`src/rtl/tosam_pkg.sv`:
```
// rtl/tosam_pkg.sv - shared constants and helpers for the tosam_pipe approximate multiplier
package tosam_pkg;

    localparam int DEF_WIDTH = 8;
    localparam int DEF_H     = 1;
    localparam int DEF_T     = 5;

    // Bits needed to hold a leading-one index 0..width-1
    function automatic int k_width(input int width);
        return (width > 2) ? $clog2(width) : 1;
    endfunction

    // Legal parameter space of the multiplier
    function automatic bit params_ok(input int width, input int h, input int t, input int tag_w);
        return (width >= 4) && (width <= 32) && (h >= 1) && (h <= t) &&
               (t <= width - 1) && (tag_w >= 1);
    endfunction

endpackage

```
`src/rtl/tosam_lod.sv`:
```
// rtl/tosam_lod.sv - leading-one detector and left-aligned fraction extractor
module tosam_lod
    import tosam_pkg::*;
#(
    parameter int WIDTH = DEF_WIDTH,
    parameter int T     = DEF_T
) (
    input  logic [WIDTH-1:0]            x,
    output logic [k_width(WIDTH)-1:0]   k,
    output logic [T-1:0]                y,
    output logic                        zero
);

    localparam int KW = k_width(WIDTH);

    logic [KW-1:0]    sh;
    logic [WIDTH-2:0] norm;

    // Find the highest set bit, then shift it out so the bits below it are left-aligned
    always_comb begin
        k = '0;
        for (int i = 0; i < WIDTH; i++) begin
            if (x[i]) k = i[KW-1:0];
        end
        sh   = KW'(WIDTH - 1) - k;
        norm = (WIDTH-1)'(x << sh);
        y    = T'(norm >> (WIDTH - 1 - T));
        zero = (x == '0);
    end

endmodule

```
`src/rtl/tosam_pipe.sv`:
```
// rtl/tosam_pipe.sv - 3-stage TOSAM approximate multiplier; TOSAM_EXACT_EN adds per-transaction exact mode
module tosam_pipe
    import tosam_pkg::*;
#(
    parameter int WIDTH = DEF_WIDTH,
    parameter int H     = DEF_H,
    parameter int T     = DEF_T,
    parameter int TAG_W = 4
) (
    input  logic                 clk,
    input  logic                 rst_n,
    input  logic                 in_valid,
    output logic                 in_ready,
    input  logic [WIDTH-1:0]     in_a,
    input  logic [WIDTH-1:0]     in_b,
    input  logic [TAG_W-1:0]     in_tag,
`ifdef TOSAM_EXACT_EN
    input  logic                 in_exact,
`endif
    output logic                 out_valid,
    input  logic                 out_ready,
    output logic [2*WIDTH-1:0]   out_p,
    output logic [TAG_W-1:0]     out_tag
);

    localparam int KW  = k_width(WIDTH);
    localparam int SW  = KW + 1;
    localparam int MW  = T + 2;
    localparam int CP  = 2 * H + 2;
    localparam int LSH = (T > CP) ? T - CP : 0;
    localparam int RSH = (CP > T) ? CP - T : 0;

    if (!params_ok(WIDTH, H, T, TAG_W)) begin : g_bad_params
        $error("tosam_pipe: illegal WIDTH/H/T/TAG_W combination");
    end

    logic adv;
    logic [KW-1:0] ka, kb;
    logic [T-1:0]  ya, yb;
    logic          za, zb;

    tosam_lod #(.WIDTH(WIDTH), .T(T)) u_lod_a (.x(in_a), .k(ka), .y(ya), .zero(za));
    tosam_lod #(.WIDTH(WIDTH), .T(T)) u_lod_b (.x(in_b), .k(kb), .y(yb), .zero(zb));

    logic s1_v_q, s1_v_d, s1_zero_q, s1_zero_d;
    logic [KW-1:0] s1_ka_q, s1_ka_d, s1_kb_q, s1_kb_d;
    logic [T-1:0]  s1_ya_q, s1_ya_d, s1_yb_q, s1_yb_d;
    logic [TAG_W-1:0] s1_tag_q, s1_tag_d, s2_tag_q, s2_tag_d, out_tag_q, out_tag_d;
    logic s2_v_q, s2_v_d, s2_zero_q, s2_zero_d, out_v_q, out_v_d;
    logic [MW-1:0] s2_m_q, s2_m_d;
    logic [SW-1:0] s2_ks_q, s2_ks_d;
    logic [2*WIDTH-1:0] out_p_q, out_p_d;
    logic [H:0]      ha_n, hb_n;
    logic [CP-1:0]   cross_full;
    logic [CP+T-1:0] cross_w;
    logic [T-1:0]    cross_t;
    logic [T+2*WIDTH-1:0] wide;
`ifdef TOSAM_EXACT_EN
    logic s1_ex_q, s1_ex_d, s2_ex_q, s2_ex_d;
    logic [WIDTH-1:0] s1_a_q, s1_a_d, s1_b_q, s1_b_d;
    logic [2*WIDTH-1:0] s2_prod_q, s2_prod_d;
`endif

    assign adv       = out_ready | ~out_v_q;
    assign in_ready  = adv;
    assign out_valid = out_v_q;
    assign out_p     = out_p_q;
    assign out_tag   = out_tag_q;

    // S1: capture leading-one positions and linear fractions of an accepted input
    always_comb begin
        s1_v_d    = in_valid;
        s1_ka_d   = ka;
        s1_kb_d   = kb;
        s1_ya_d   = ya;
        s1_yb_d   = yb;
        s1_zero_d = za | zb;
        s1_tag_d  = in_tag;
`ifdef TOSAM_EXACT_EN
        s1_ex_d   = in_exact;
        s1_a_d    = in_a;
        s1_b_d    = in_b;
`endif
    end

    // S2: mantissa 1 + YA + YB + ha*hb, all scaled by 2^T into T+2 bits
    always_comb begin
        ha_n       = {s1_ya_q[T-1 -: H], 1'b1};
        hb_n       = {s1_yb_q[T-1 -: H], 1'b1};
        cross_full = CP'(ha_n) * CP'(hb_n);
        cross_w    = (CP+T)'(cross_full);
        cross_t    = T'((cross_w << LSH) >> RSH);
        s2_v_d     = s1_v_q;
        s2_m_d     = {2'b01, {T{1'b0}}} + MW'(s1_ya_q) + MW'(s1_yb_q) + MW'(cross_t);
        s2_ks_d    = SW'(s1_ka_q) + SW'(s1_kb_q);
        s2_zero_d  = s1_zero_q;
        s2_tag_d   = s1_tag_q;
`ifdef TOSAM_EXACT_EN
        s2_ex_d    = s1_ex_q;
        s2_prod_d  = (2*WIDTH)'(s1_a_q) * (2*WIDTH)'(s1_b_q);
`endif
    end

    // S3: scale mantissa by 2^(KA+KB), drop the T fraction bits, force zero operands to 0
    always_comb begin
        wide      = (T+2*WIDTH)'(s2_m_q) << s2_ks_q;
        out_p_d   = s2_zero_q ? '0 : (2*WIDTH)'(wide >> T);
`ifdef TOSAM_EXACT_EN
        if (s2_ex_q) out_p_d = s2_prod_q;
`endif
        out_v_d   = s2_v_q;
        out_tag_d = s2_tag_q;
    end

    // All stages move together only when the output slot is free or being drained
    always_ff @(posedge clk or negedge rst_n) begin
        if (!rst_n) begin
            s1_v_q <= 1'b0; s1_zero_q <= 1'b0; s1_ka_q <= '0; s1_kb_q <= '0;
            s1_ya_q <= '0; s1_yb_q <= '0; s1_tag_q <= '0;
            s2_v_q <= 1'b0; s2_zero_q <= 1'b0; s2_m_q <= '0; s2_ks_q <= '0; s2_tag_q <= '0;
            out_v_q <= 1'b0; out_p_q <= '0; out_tag_q <= '0;
`ifdef TOSAM_EXACT_EN
            s1_ex_q <= 1'b0; s1_a_q <= '0; s1_b_q <= '0; s2_ex_q <= 1'b0; s2_prod_q <= '0;
`endif
        end else if (adv) begin
            s1_v_q <= s1_v_d; s1_zero_q <= s1_zero_d; s1_ka_q <= s1_ka_d; s1_kb_q <= s1_kb_d;
            s1_ya_q <= s1_ya_d; s1_yb_q <= s1_yb_d; s1_tag_q <= s1_tag_d;
            s2_v_q <= s2_v_d; s2_zero_q <= s2_zero_d; s2_m_q <= s2_m_d; s2_ks_q <= s2_ks_d;
            s2_tag_q <= s2_tag_d;
            out_v_q <= out_v_d; out_p_q <= out_p_d; out_tag_q <= out_tag_d;
`ifdef TOSAM_EXACT_EN
            s1_ex_q <= s1_ex_d; s1_a_q <= s1_a_d; s1_b_q <= s1_b_d; s2_ex_q <= s2_ex_d;
            s2_prod_q <= s2_prod_d;
`endif
        end
    end

endmodule

```
`config.mk`:
```
export PLATFORM = sky130hd
export DESIGN_NAME = tosam_pipe
export DESIGN_NICKNAME = d
export VERILOG_FILES = /design/src/rtl/tosam_pkg.sv /design/src/rtl/tosam_lod.sv /design/src/rtl/tosam_pipe.sv
export SDC_FILE = /design/constraint.sdc
export NUM_CORES = 1
export LEC_CHECK = 0
export CAP_MARGIN = 25
export CORE_ASPECT_RATIO = 0.8
export CORE_MARGIN = 3
export CORE_UTILIZATION = 30
export DETAILED_ROUTE_END_ITERATION = 10
export HOLD_SLACK_MARGIN = 0.06
export SYNTH_ARGS = -nofsm -noshare
export SYNTH_HDL_FRONTEND = slang
export SYNTH_SLANG_ARGS = --single-unit
```
`constraint.sdc`:
```
create_clock -name clk -period 2.6 [get_ports clk]
set_input_delay 0.26 -clock clk [delete_from_list [all_inputs] [get_ports clk]]
set_output_delay 0.26 -clock clk [all_outputs]
set_load 0.02 [all_outputs]
```
==> flow_summary.toml, run 1 <==
[run_status]
outcome = "complete, no violations"

[floorplan]
die_h_um = 100.3
initial_core_util = 0.3168
rows = 33
pin_count = 46
dieArea_um2 = 12430
core_area_um2 = 10530
dieWidth_um = 123.9

[power]
power.share.switching = 0.3652
combPwrFrac = 0.409
irDropWorstVdd_mv = 0.4305
seq_power_share = 0.335
netSwitchingPower_uw = 1687
power_leakage_uw = 0.001912
pwr_density_cell_nw_per_um2 = 1088
p_int_uw = 2932
p_total_uw = 4619
p_clk_frac = 0.257

[logic_synthesis]
synth_edf_count = 0
ys_seq_area_frac = 0.4501
syn_area_um2 = 3336
yosysTopAreaCellShare = 0.4501
synth_most_common_cell = "nand2_1"
synth_top_cell_by_area = "dfrtp_1"
synth.area.top_cells = "dfrtp_1 45%, nand2_1 9.2%, ha_1 4.5%"
avgSynthCellArea_um2 = 8.895
syn_inst = 375
yosys_register_bits = 60
ys_dominant_reg_cell = "dfrtp_1"
synth_cell_types = 50
async_flop_share = 1.000
ys_warn_count = 0
syn-num-nets = 414
synth_commonest_cells = "82 x nand2_1, 60 x dfrtp_1, 29 x nor2_1"

[layout]
final_cells = 563
areaGrowthSynthToFinish_pct = 27.23
antenna_cells = 0
drive_above_1_share = 0.07801
nets = 457

[cts]
cts_max_level = 3
cts.reportedPaths.clkPinSlew_ns = 0.05
clk_latency_ns = 0.32
cts_buffers = 9
tritoncts = "done"
cts_num_sinks = 60
cts_root_buf = "clkbuf_16"
cts_buffer_depth = 2

[timing]
fin_crit_ns = 2.353
hold-worst-slack_ns = 0.3170
tightest_slew_ns = 0.7104
period_share = 0.9051
fin_setup_tns_ns = 0
slew_headroom = 0.5228
fmax_ghz = 0.4249
clock_skew_ns = 0.004599
maxSlewViolCount = 0
hold_viol = 0
finalSetupViolations = 0
rsz0062_at_grt = "false"

[setup_path]
cp_common_cell = "inv_1"
path_cells = "inv_1 -> ha_1 -> fa_1 -> inv_1 -> fa_1 -> inv_1 -> a21o_1 -> a21oi_1 -> xnor2_1 -> a21oi_1"
crit_path_max_incr_delay_ns = 0.52
cp_num_cells = 10
arrival_ns = 2.60
reg2reg_depth = 10
cpMaxStageDelayCell = "fa_1"
critPathMaxFanout = 3
path_delay_family = "adder cells"
required_ns = 2.85
startpoint_type = "flop"
crit_type = "flop to flop"
cp-end-kind = "flop"
crit_buf_inv = 3

[global_route]
antenna_found_initial = 0
grtUsageTotal = 0.1326
grt_max_degree = 39
grt_pass1_vias = 2786
grt_overflow = 0
grt_pass1_wl_um = 13230

[placement]
place_congestion = 0.8159
dp_cells = 546
io_buffer_count = 45
hpwlAfterDp_um = 5474

[job]
drv_cap = 0

[route]
dr.pass1.iters = 6
detail-route-antenna-nets = 0
via_per_inst = 4.918
vias = 2769
first_iter_violations = 147
routed_wl_um = 7502
drc = 0
wl_per_cell_um = 13.33

[hold_path]
hold_path_class = "primary input to asynchronous set/reset pin"
[kinds of logic (layout without fill, tap and decap cells)]
group / after synthesis / in the layout / share of synthesized area
muxes: 15 / 15 / 0.04726
and+or+nand+nor: 149 / 149 / 0.1995
DFF: 60 / 60 / 0.4501
buffers and inverters: 47 / 95 / 0.05814
AOI/OAI and AO/OA: 85 / 85 / 0.1714
xor gates and xnor gates: 4 / 4 / 0.01050
adders and majority gates: 15 / 15 / 0.06302
[cell type report]
cell class / instances / area (um^2)
clock buffers: 15 / 267.8
multi-input cells: 268 / 1648
fillers: 1068 / 6285
clock inverters: 1 / 30.03
inverters: 25 / 93.84
flip-flops and latches: 60 / 1501
well taps: 140 / 175.2
repair buffers: 54 / 528.0
[per-stage QoR]
step	area (um^2)	setup slack [ns]	utilization
finish	4244	0.2468	0.4031
global route	4244	0.08632	0.4031
CTS	4244	0.2532	0.4031
detailed placement	3936	0.2624	0.3739
global placement	3936	0.3320	0.3739
floorplan	3336	0.3646	-
[registers in the layout (all words and copies together), names as in the netlist]
register	count
s1_kb_q	3
out_v_d	1
s2_ks_q	4
out_tag	4
s2_m_q	7
s1_ya_q	5
s1_ka_q	3
s2_zero_q	1
out_valid	1
s1_yb_q	5
s1_tag_q	4
out_p	16
s1_zero_q	1
s1_v_q	1
out_tag_d	4
[final timing paths]
kind / startpoint / end / slack, ns
max reg2reg: s1_ya_q[4] / s2_m_q[5] / 0.25
min: rst_n / out_tag_d[3] / 0.32
max: s1_ya_q[4] / s2_m_q[5] / 0.25
max in group asynchronous: rst_n / out_p[10] / 1.63
min in group clk: in_tag[3] / s1_tag_q[3] / 0.46
min reg2reg: out_v_d / out_valid / 0.47
[power groups by stage]
stage | Clock, uW | Sequential, uW | Combinational [uW]
detailed placement | 0 | 1560 | 1910
CTS | 1210 | 1550 | 1910
finish | 1190 | 1550 | 1890
global placement | 0 | 1550 | 1880
floorplan | 0 | 1580 | 1210
global route | 1260 | 1610 | 2140
[metal layers]
layer	global-route usage	wire length [um]	share of wire	vias to the layer above
met5	0	0	0	-
met4	0.03956	77	0.010	0
met3	0.03944	347	0.046	11
met2	0.2027	3402	0.45	51
met1	0.1819	3674	0.49	1332
li1	-	-	-	1375
[cells in the final DEF, fill, tap and decap left out, types with 3 or more instances in the layout]
master,n
a21o_1,3
a21oi_1,24
a221o_1,3
a221oi_1,3
a31oi_1,4
buf_4,7
clkbuf_1,4
clkbuf_16,9
clkdlybuf4s50_1,44
dfrtp_1,60
fa_1,3
ha_1,12
inv_1,24
mux2_2,4
mux2i_1,9
nand2_1,82
nand2b_1,7
nand3_1,7
nor2_1,29
nor3_1,4
o21ai_0,20
o221ai_1,3
o31ai_1,4
xor2_1,3
[repair_timing]
action                                  4_1_cts  5_1_grt
buffers inserted                              0        0
endpoints found under the setup margin        0        0
gates resized for setup                       0        0
hold buffers                                  1        0
hold endpoints to repair                      8        0
(Power assumes the default switching activity.)
==> run 2: changes to the inputs <==
--- a/config.mk
+++ b/config.mk
@@ -8,9 +8,10 @@
 export CAP_MARGIN = 25
 export CORE_ASPECT_RATIO = 0.8
 export CORE_MARGIN = 3
-export CORE_UTILIZATION = 30
+export CORE_UTILIZATION = 55
 export DETAILED_ROUTE_END_ITERATION = 10
 export HOLD_SLACK_MARGIN = 0.06
+export PLACE_DENSITY = 0.8
 export SYNTH_ARGS = -nofsm -noshare
 export SYNTH_HDL_FRONTEND = slang
 export SYNTH_SLANG_ARGS = --single-unit
==> run 2 against run 1 <==
  * Sequential power hardly changed
  * Worst setup slack worse by 0.10 ns
  * Core utilization increased by 32 points
  * Die area decreased by 43%
  * Non-clock buffer count stayed put
  * Via count is 1.6% higher
  * Global-route usage up 9.4 points
  * Critical path depth did not move
==> flow_summary.toml, run 2 (synthesis results as in run 1) <==
[run_status]
outcome = "complete, no violations"

[timing]
fin_crit_ns = 2.455
fmax_ghz = 0.4073
maxSlewViolCount = 0
rsz0062_at_grt = "false"
slew_headroom = 0.5092
clock_skew_ns = 0.01097
hold_viol = 0
finalSetupViolations = 0
period_share = 0.9442
tightest_slew_ns = 0.7361
fin_setup_tns_ns = 0

[layout]
final_common_cell = "nand2_1"
largest_register_ffs = 16
antenna_cells = 0
post-route-cell-area_um2 = 4070
fin_util = 0.7210
drive_above_1_share = 0.08747
final_cell_mix = "82 x nand2_1, 60 x dfrtp_1, 44 x clkdlybuf4s50_1"
areaGrowthSynthToFinish_pct = 22.02
fill_cells = 454
nets = 457

[floorplan]
dieWidth_um = 93.07
core_area_um2 = 5645
die_h_um = 75.66
pin_count = 46
rows = 24
dieArea_um2 = 7041
initial_core_util = 0.5909

[global_route]
grt_pass1_vias = 2621
grt_pass1_wl_um = 12300
grtUsageTotal = 0.2262
antenna_found_initial = 0
grt_max_degree = 61
grt_overflow = 0

[route]
dr.pass1.iters = 5
detail-route-antenna-nets = 0
met3WireLength_um = 426
drc = 0
wl_met2_um = 3494
routed_wl_um = 7342
wl_per_cell_um = 14.65
via_per_inst = 5.617
routed.top_layer = "met4"
first_iter_violations = 274
vias = 2814
drt-met1-wl_um = 3347

[cts]
cts.reportedPaths.clkPinSlew_ns = 0.07
postCtsResizedCells = 0
clk_latency_ns = 0.34
cts_buffer_depth = 2
cts_num_sinks = 60
tritoncts = "done"
cts_max_level = 3
cts_buffers = 9
cts_root_buf = "clkbuf_8"
post_cts_buffers = 0
postCtsHoldBufs = 0

[setup_path]
critPathMaxFanout = 3
cp-end-kind = "flop"
required_ns = 2.83
arrival_ns = 2.68
r2r_slack_ns = 0.15
reg2reg_depth = 10
r2r_end = "s2_m_q[5]"
r2r-start = "s1_yb_q[4]"
startpoint_type = "flop"
crit_type = "flop to flop"

[placement]
hpwlAfterDp_um = 5206
placed_area_um2 = 3846
io_buffer_count = 45
place_congestion = 0.8712

[job]
drv_cap = 0

[power]
irDropWorstVdd_mv = 0.5334
p_total_uw = 4379
power_leakage_uw = 0.001876
pwr_density_cell_nw_per_um2 = 1076

[hold_path]
hold_path_class = "primary input to asynchronous set/reset pin"
==> run 2: cell types whose count changed in the layout (fill, tap and decap cells not counted), moves of 2 or more <==
| cell | previous run | this run |
|---|---|---|
| buf_4 | 7 | 9 |
| clkbuf_1 | 4 | 1 |
| clkbuf_16 | 9 | 0 |
| clkbuf_8 | 2 | 10 |
| clkinv_2 | 0 | 3 |
==> run 2: worst max path at each step <==
stage / slack, ns / start / to
after detailed placement: 0.23 / s1_ya_q[4] / s2_m_q[5]
after global routing: 0.02 / s1_yb_q[4] / s2_m_q[5]
final: 0.15 / s1_yb_q[4] / s2_m_q[5]
after global placement: 0.34 / s1_ya_q[4] / s2_m_q[5]
after CTS: 0.16 / s1_ya_q[4] / s2_m_q[5]
after floorplan: 0.36 / s1_ya_q[4] / s2_m_q[5]
==> run 2: critical path, cell delays in order, from the launching register on <==
cell	delay [ns]
dfrtp_1	0.38
inv_1	0.06
ha_1	0.30
fa_1	0.51
inv_1	0.07
fa_1	0.45
inv_1	0.08
a21o_1	0.11
a21oi_1	0.08
xnor2_1	0.20
a21oi_1	0.09
==> run 2: layout make-up <==
| cell class | instances | area [um^2] | area share |
|---|---|---|---|
| Tap cell | 78 | 97.59 | 0.02398 |
| Clock buffer | 11 | 141.4 | 0.03474 |
| Clock inverter | 5 | 75.07 | 0.01844 |
| Multi-Input combinational cell | 268 | 1648 | 0.4049 |
| Sequential cell | 60 | 1501 | 0.3689 |
| Timing Repair Buffer | 54 | 513.0 | 0.1260 |
| Inverter | 25 | 93.84 | 0.02306 |
==> run 2: per-layer routing <==
metal | global-route usage | vias up
met1 | 0.3111 | 1347
met4 | 0.05854 | 0
met5 | 0 | -
met3 | 0.07108 | 9
met2 | 0.3543 | 79
li1 | - | 1379
==> run 2: metrics by stage <==
stage	setup WS, ns	hold slack, ns	cells
3_3_place_gp	0.3424	0.4422	484
5_1_grt	0.01983	0.1154	501
3_5_place_dp	0.2294	0.4437	484
2_1_floorplan	0.3646	-0.03559	375
6_report	0.1450	0.05675	501
4_1_cts	0.1645	0.09152	500
==> run 2: where the power goes <==
group	total (uW)	internal [uW]	switching, uW	leakage (uW)
registers	1550	1260	284	0.000722
clock network	921	561	360	0.000113
logic	1910	871	1040	0.00104
